<file path="config.mk">
export PLATFORM = sky130hd
export DESIGN_NAME = inst_cache
export DESIGN_NICKNAME = d
export VERILOG_FILES = /design/src/rtl/inst_cache_pkg.sv /design/src/rtl/inst_cache_data_array.sv /design/src/rtl/inst_cache.sv
export SDC_FILE = /design/constraint.sdc
export NUM_CORES = 2
export LEC_CHECK = 0
export CORE_UTILIZATION = 25
export CTS_CLUSTER_DIAMETER = 30
export CTS_CLUSTER_SIZE = 10
export DETAILED_ROUTE_END_ITERATION = 7
export DONT_BUFFER_PORTS = 1
export GPL_TIMING_DRIVEN = 0
export SLEW_MARGIN = 0
export SYNTH_ARGS = -nofsm -noshare
export SYNTH_HDL_FRONTEND = slang
export SYNTH_SLANG_ARGS = --single-unit
</file>
<file path="constraint.sdc">
create_clock -name clk -period 7.27 [get_ports clk]
set_clock_uncertainty 0.2 [all_clocks]
set_input_delay 1.0905 -clock clk [delete_from_list [all_inputs] [get_ports clk]]
set_output_delay 1.0905 -clock clk [all_outputs]
set_load 0.005 [all_outputs]
</file>
<file path="src/rtl/inst_cache_pkg.sv">
// inst_cache_pkg: FSM state encoding and address-split helper shared by the instruction cache.
package inst_cache_pkg;
   typedef enum logic [2:0] {IDLE, LOOKUP, MISS, REFILL, RESP} state_t;
   function automatic int offset_w(input int line_words);
      return 2 + $clog2(line_words);
   endfunction
endpackage

</file>
<file path="src/rtl/inst_cache_data_array.sv">
// inst_cache_data_array: SETS x LINE_WORDS x 32 line storage, one word write port, one async read port.
module inst_cache_data_array #(
   parameter int SETS       = 8,
   parameter int LINE_WORDS = 8,
   parameter int INDEX_W    = $clog2(SETS),
   parameter int WORD_W     = $clog2(LINE_WORDS)
) (
   input  logic               clk,
   input  logic               wen,
   input  logic [INDEX_W-1:0] wr_set,
   input  logic [WORD_W-1:0]  wr_word,
   input  logic [31:0]        wr_data,
   input  logic [INDEX_W-1:0] rd_set,
   input  logic [WORD_W-1:0]  rd_word,
   output logic [31:0]        rd_data
);
   logic [31:0] mem_q [SETS][LINE_WORDS];
   always_ff @(posedge clk) begin
      if (wen) mem_q[wr_set][wr_word] <= wr_data;
   end
   assign rd_data = mem_q[rd_set][rd_word];
endmodule

</file>
<file path="src/rtl/inst_cache.sv">
// inst_cache: direct-mapped read-only instruction cache with burst line refill.
// Define ICACHE_PERF_EN to add Hit_Cnt/Miss_Cnt lookup counters.
module inst_cache
   import inst_cache_pkg::*;
#(
   parameter int SETS       = 8,
   parameter int LINE_WORDS = 8
) (
   input  logic        clk,
   input  logic        rst,
`ifdef ICACHE_PERF_EN
   output logic [31:0] Hit_Cnt,
   output logic [31:0] Miss_Cnt,
`endif
   input  logic [31:0] Inst_Req_Addr,
   input  logic        Inst_Req_Valid,
   output logic        Inst_Req_Ready,
   output logic [31:0] Instruction,
   output logic        Inst_Valid,
   input  logic        Inst_Ready,
   output logic [31:0] Mem_Req_Addr,
   output logic        Mem_Req_Valid,
   input  logic        Mem_Req_Ready,
   input  logic [31:0] Mem_Rdata,
   input  logic        Mem_Rdata_Valid,
   input  logic        Mem_Rdata_Last,
   output logic        Mem_Rdata_Ready
);
   localparam int WORD_W   = $clog2(LINE_WORDS);
   localparam int OFFSET_W = offset_w(LINE_WORDS);
   localparam int INDEX_W  = $clog2(SETS);
   localparam int TAG_W    = 32 - OFFSET_W - INDEX_W;

   state_t             state_q, state_d;
   logic [31:2]        addr_q, addr_d;
   logic [31:0]        instr_q, instr_d;
   logic [WORD_W-1:0]  cnt_q, cnt_d;
   logic [SETS-1:0]    valid_q, valid_d;
   logic [TAG_W-1:0]   tag_q [SETS];
   logic [TAG_W-1:0]   tag_d [SETS];
   logic [INDEX_W-1:0] idx;
   logic [WORD_W-1:0]  word;
   logic [TAG_W-1:0]   tag;
   logic [31:0]        rd_data;
   logic               hit;
   logic               unused_addr;

   assign unused_addr = ^Inst_Req_Addr[1:0];
   assign idx  = addr_q[OFFSET_W +: INDEX_W];
   assign word = addr_q[2 +: WORD_W];
   assign tag  = addr_q[31 -: TAG_W];
   assign hit  = valid_q[idx] && tag_q[idx] == tag;

   inst_cache_data_array #(.SETS(SETS), .LINE_WORDS(LINE_WORDS)) u_data (
      .clk     (clk),
      .wen     (state_q == REFILL && Mem_Rdata_Valid),
      .wr_set  (idx),
      .wr_word (cnt_q),
      .wr_data (Mem_Rdata),
      .rd_set  (idx),
      .rd_word (word),
      .rd_data (rd_data)
   );

   always_comb begin
      state_d = state_q;
      addr_d  = addr_q;
      instr_d = instr_q;
      cnt_d   = cnt_q;
      valid_d = valid_q;
      tag_d   = tag_q;
      case (state_q)
         IDLE: if (Inst_Req_Valid) begin
            addr_d  = Inst_Req_Addr[31:2];
            state_d = LOOKUP;
         end
         LOOKUP: begin
            instr_d = hit ? rd_data : instr_q;
            state_d = hit ? RESP : MISS;
         end
         MISS: if (Mem_Req_Ready) begin
            cnt_d   = '0;
            state_d = REFILL;
         end
         REFILL: if (Mem_Rdata_Valid) begin
            cnt_d   = cnt_q + 1'b1;
            instr_d = cnt_q == word ? Mem_Rdata : instr_q;
            // Line becomes valid only on the final beat, so an abandoned burst never hits.
            if (Mem_Rdata_Last) begin
               tag_d[idx]   = tag;
               valid_d[idx] = 1'b1;
               state_d      = RESP;
            end
         end
         RESP: state_d = Inst_Ready ? IDLE : RESP;
         default: state_d = IDLE;
      endcase
   end

   always_ff @(posedge clk) begin
      tag_q <= tag_d;
      if (rst) begin
         state_q <= IDLE;
         addr_q  <= '0;
         instr_q <= '0;
         cnt_q   <= '0;
         valid_q <= '0;
      end else begin
         state_q <= state_d;
         addr_q  <= addr_d;
         instr_q <= instr_d;
         cnt_q   <= cnt_d;
         valid_q <= valid_d;
      end
   end

`ifdef ICACHE_PERF_EN
   logic [31:0] hit_cnt_q, hit_cnt_d, miss_cnt_q, miss_cnt_d;
   assign hit_cnt_d  = hit_cnt_q + 32'(state_q == LOOKUP && hit);
   assign miss_cnt_d = miss_cnt_q + 32'(state_q == LOOKUP && !hit);
   always_ff @(posedge clk) begin
      hit_cnt_q  <= rst ? '0 : hit_cnt_d;
      miss_cnt_q <= rst ? '0 : miss_cnt_d;
   end
   assign Hit_Cnt  = hit_cnt_q;
   assign Miss_Cnt = miss_cnt_q;
`endif

   assign Inst_Req_Ready  = state_q == IDLE;
   assign Inst_Valid      = state_q == RESP;
   assign Instruction     = instr_q;
   assign Mem_Req_Valid   = state_q == MISS;
   assign Mem_Req_Addr    = Mem_Req_Valid ? {tag, idx, {OFFSET_W{1'b0}}} : '0;
   assign Mem_Rdata_Ready = state_q == REFILL;
endmodule
</file>
==> metrics.yaml <==
yosys:
  synth_top_cell_by_area: "edfxtp_1"
  syn_inst: 4188
  ys_warn_count: 0
  synthTopCellsByArea: "edfxtp_1 75%, mux4_2 14%, mux2i_1 2.4%"
  synth_flop_cell: "edfxtp_1"
  synth_edf_count: 2240
  syn_avg_cell_area_sq_um: 21.3
  yosysSeqAreaShare: 0.771
  async_flop_share: 0
  ys_types: 65
  netlist_area_sq_mm: 0.0893
  ys_seq_elements: 2319
  synth_top_cell_area_share: 0.753
placed_design:
  globalplace.congestion: 0.877
  pre_cts_ws_ns: 1.10
  hpwl_mm: 205
  io_buffers: 0
  place_inst: 9079
global_routing:
  grt_max_degree: 66
  grt_overflow: 0
  antenna_found_initial: 28
  grt_use_total: 0.166
  grt_pass1_vias: 48575
  grt_first_pass_wirelength_mm: 409
critical_path:
  crit_type: "reg2reg"
  cp_max_fo: 10
  crit_buf_inv: 5
  cp_data_required_time_ns: 7.91
  crit_arrival_ns: 7.17
  cp-end-kind: "register"
  slowest_delay_ns: 1.27
  cp_cell_sequence: "clkbuf_1 > inv_2 > buf_1 > clkbuf_1 > buf_1 > a211oi_1 > nor4_1 > a211oi_1 > o211ai_1 > o211a_1"
  crit_slowest_cell: "buf_1"
  cp_top_family: "buffers and inverters"
  rrSetupSlack_ns: 0.74
  ff2ff_path_depth: 10
  r2r-end: "Instruction[12]$_SDFFE_PP0P_"
  start_kind: "register"
clock_tree:
  clkSinkCount: 2319
  cts_tree: "built"
  path_clk_slew_ns: 0.06
  numCtsBuffers: 384
  holdBufCountCts: 0
  root_buffer: "clkbuf_16"
  clk_latency_ns: 0.92
  cts_max_level: 5
  postCtsSetupBuffers: 0
  clock_path_buffers: 4
  cts_resized: 0
sta:
  maxSlewHeadroom: -0.109
  finalCritPeriodShare: 0.898
  slew_violations: 98
  hold_viol: 0
  setup_slack_ns: 0.741
  worst_pin_slew_ns: 1.66
  setup_viol: 0
  rsz0062_at_grt: "no"
  fmaxAchievable_ghz: 0.153
  period_needed_ns: 6.53
power_and_ir_drop:
  leakagePower_nw: 34.5
  power_mw: 34.4
  power.density_mw_per_mm2: 308
  ir_drop_mv: 0.215
route:
  viasPerCell: 5.12
  routedWlPerCell_um: 31.3
  via_count: 50120
  drt_iter0_markers: 7953
  firstDrtPassIters: 8
  route.detailed.drc: 49
  postRouteWirelength_mm: 306
  drtAntennaViolNets: 0
floorplanning:
  start_util: 0.251
  fp.coreArea_sq_mm: 0.356
  die_x_um: 600
  fp.dieH_um: 600
  rows: 219
  ios: 139
  die-area_sq_mm: 0.360
min_path:
  hp-start: "Mem_Rdata[4]"
  hold_class: "in2reg"
  whs_path_depth: 0
  min_to: "u_data.mem_q[4][68]$_DFFE_PP_"
layout:
  final_nets: 4786
  drive_above_1_share: 0.294
  fin_cells: 9783
  syn_to_final_growth_pct: 25.0
outcome:
  status: "finished, violations left"
  violations: "design-rule violations, max-capacitance violations, max-slew violations"
flow_run:
  cap_violations: 9
==> worst max-delay path by stage <==
stage	startpoint	to	slack (ns)	cells past startpoint
2_1_floorplan	Mem_Rdata_Valid	u_data.mem_q[0][128]$_DFFE_PP_	3.67	4
3_3_place_gp	state_q[0]$_SDFFE_PP0P_	u_data.mem_q[1][136]$_DFFE_PP_	-1.34	8
3_5_place_dp	register	Instruction[10]$_SDFFE_PP0P_	1.10	10
4_1_cts	register	Instruction[10]$_SDFFE_PP0P_	1.13	10
5_1_grt	register	Instruction[16]$_SDFFE_PP0P_	1.12	11
6_report	register	Instruction[12]$_SDFFE_PP0P_	0.74	10
==> cells in the final DEF, fill, tap and decap left out, types with 72 or more instances in the layout <==
cell and n:
nor2_1 81, buf_12 97, mux4_2 542, mux2i_1 214, nor2_4 72, a21oi_1 86, clkbuf_16 395, dfxtp_1 79
edfxtp_1 2240, clkbuf_1 158, nand2_1 176
==> cells by family after synthesis <==
family,Yosys count,synth area share
flip-flops,2319,0.771
AND/OR/NAND/NOR,483,0.0245
multiplexers,786,0.164
AO/OA/AOI/OAI,338,0.0262
other,1,0.0000420
buffers and inverters,244,0.0125
adder cells (fa/ha/maj),1,0.000140
XOR/XNOR,16,0.00157
==> cells in the mapped netlist, types with 13 or more instances <==
cell	n
nand2_1	176
nor3_1	32
mux2_2	21
edfxtp_1	2240
o221ai_1	48
o21ai_0	25
a22oi_1	17
nor2b_1	18
nand3_1	15
clkbuf_1	111
dfxtp_1	79
mux2i_1	214
and2_1	43
mux4_2	542
buf_4	21
a21oi_1	86
buf_1	32
o22ai_1	57
nor2_1	154
o211ai_1	13
buf_2	64
a211oi_1	23
==> worst reg2reg max path, cell delays in order, from the launching register on <==
cell,delay [ns]
dfxtp_1,0.30
clkbuf_1,0.38
inv_2,0.47
buf_1,1.07
clkbuf_1,0.94
buf_1,1.28
a211oi_1,0.33
nor4_1,0.96
a211oi_1,0.10
o211ai_1,0.31
o211a_1,0.23
==> state kept, by name (all words and copies together) (netlist names), named ones only <==
register / cells
u_data.mem_q: 2048
tag_q: 192
Instruction: 32
addr_q: 30
valid_q: 8
cnt_q: 3
state_q: 3
==> metrics by stage <==
stage           util  cell area, sq um  TNS (ns)  hold slack (ns)
6_report       0.314            112000         0           0.0867
5_1_grt        0.314            112000         0           0.0669
4_1_cts        0.314            112000         0           0.0643
3_5_place_dp   0.278             98800         0            0.255
3_3_place_gp   0.268             95300  -1329.72            0.245
2_1_floorplan      -             89400         0            0.235
==> layout make-up <==
class                           count  area (sq um)
Sequential cell                  2319         68800
Clock buffer                      454         10200
Clock inverter                    238          2630
Antenna cell                       12          30.0
Tap cell                         4751          5940
Inverter                           10          37.5
Buffer                            234          1090
Timing Repair Buffer              136          2990
Fill cell                       33743        244000
Multi-Input combinational cell   1629         19900
==> metal layers <==
layer / share of wire / global-route usage / vias to the layer above
li1: - / - / 18759
met1: 0.36 / 0.214 / 26592
met2: 0.44 / 0.250 / 3926
met3: 0.14 / 0.0544 / 831
met4: 0.056 / 0.0801 / 12
met5: 0.00045 / 0.00147 / -
==> power breakdown <==
group / switching [mW] / internal [mW] / leakage, nW
combinational: 1.06 / 0.622 / 7.53
sequential: 0.0443 / 14.7 / 20.7
clock: 6.42 / 11.6 / 6.22
total: 7.52 / 26.9 / 34.5
Power figures use the tool's default switching activity.
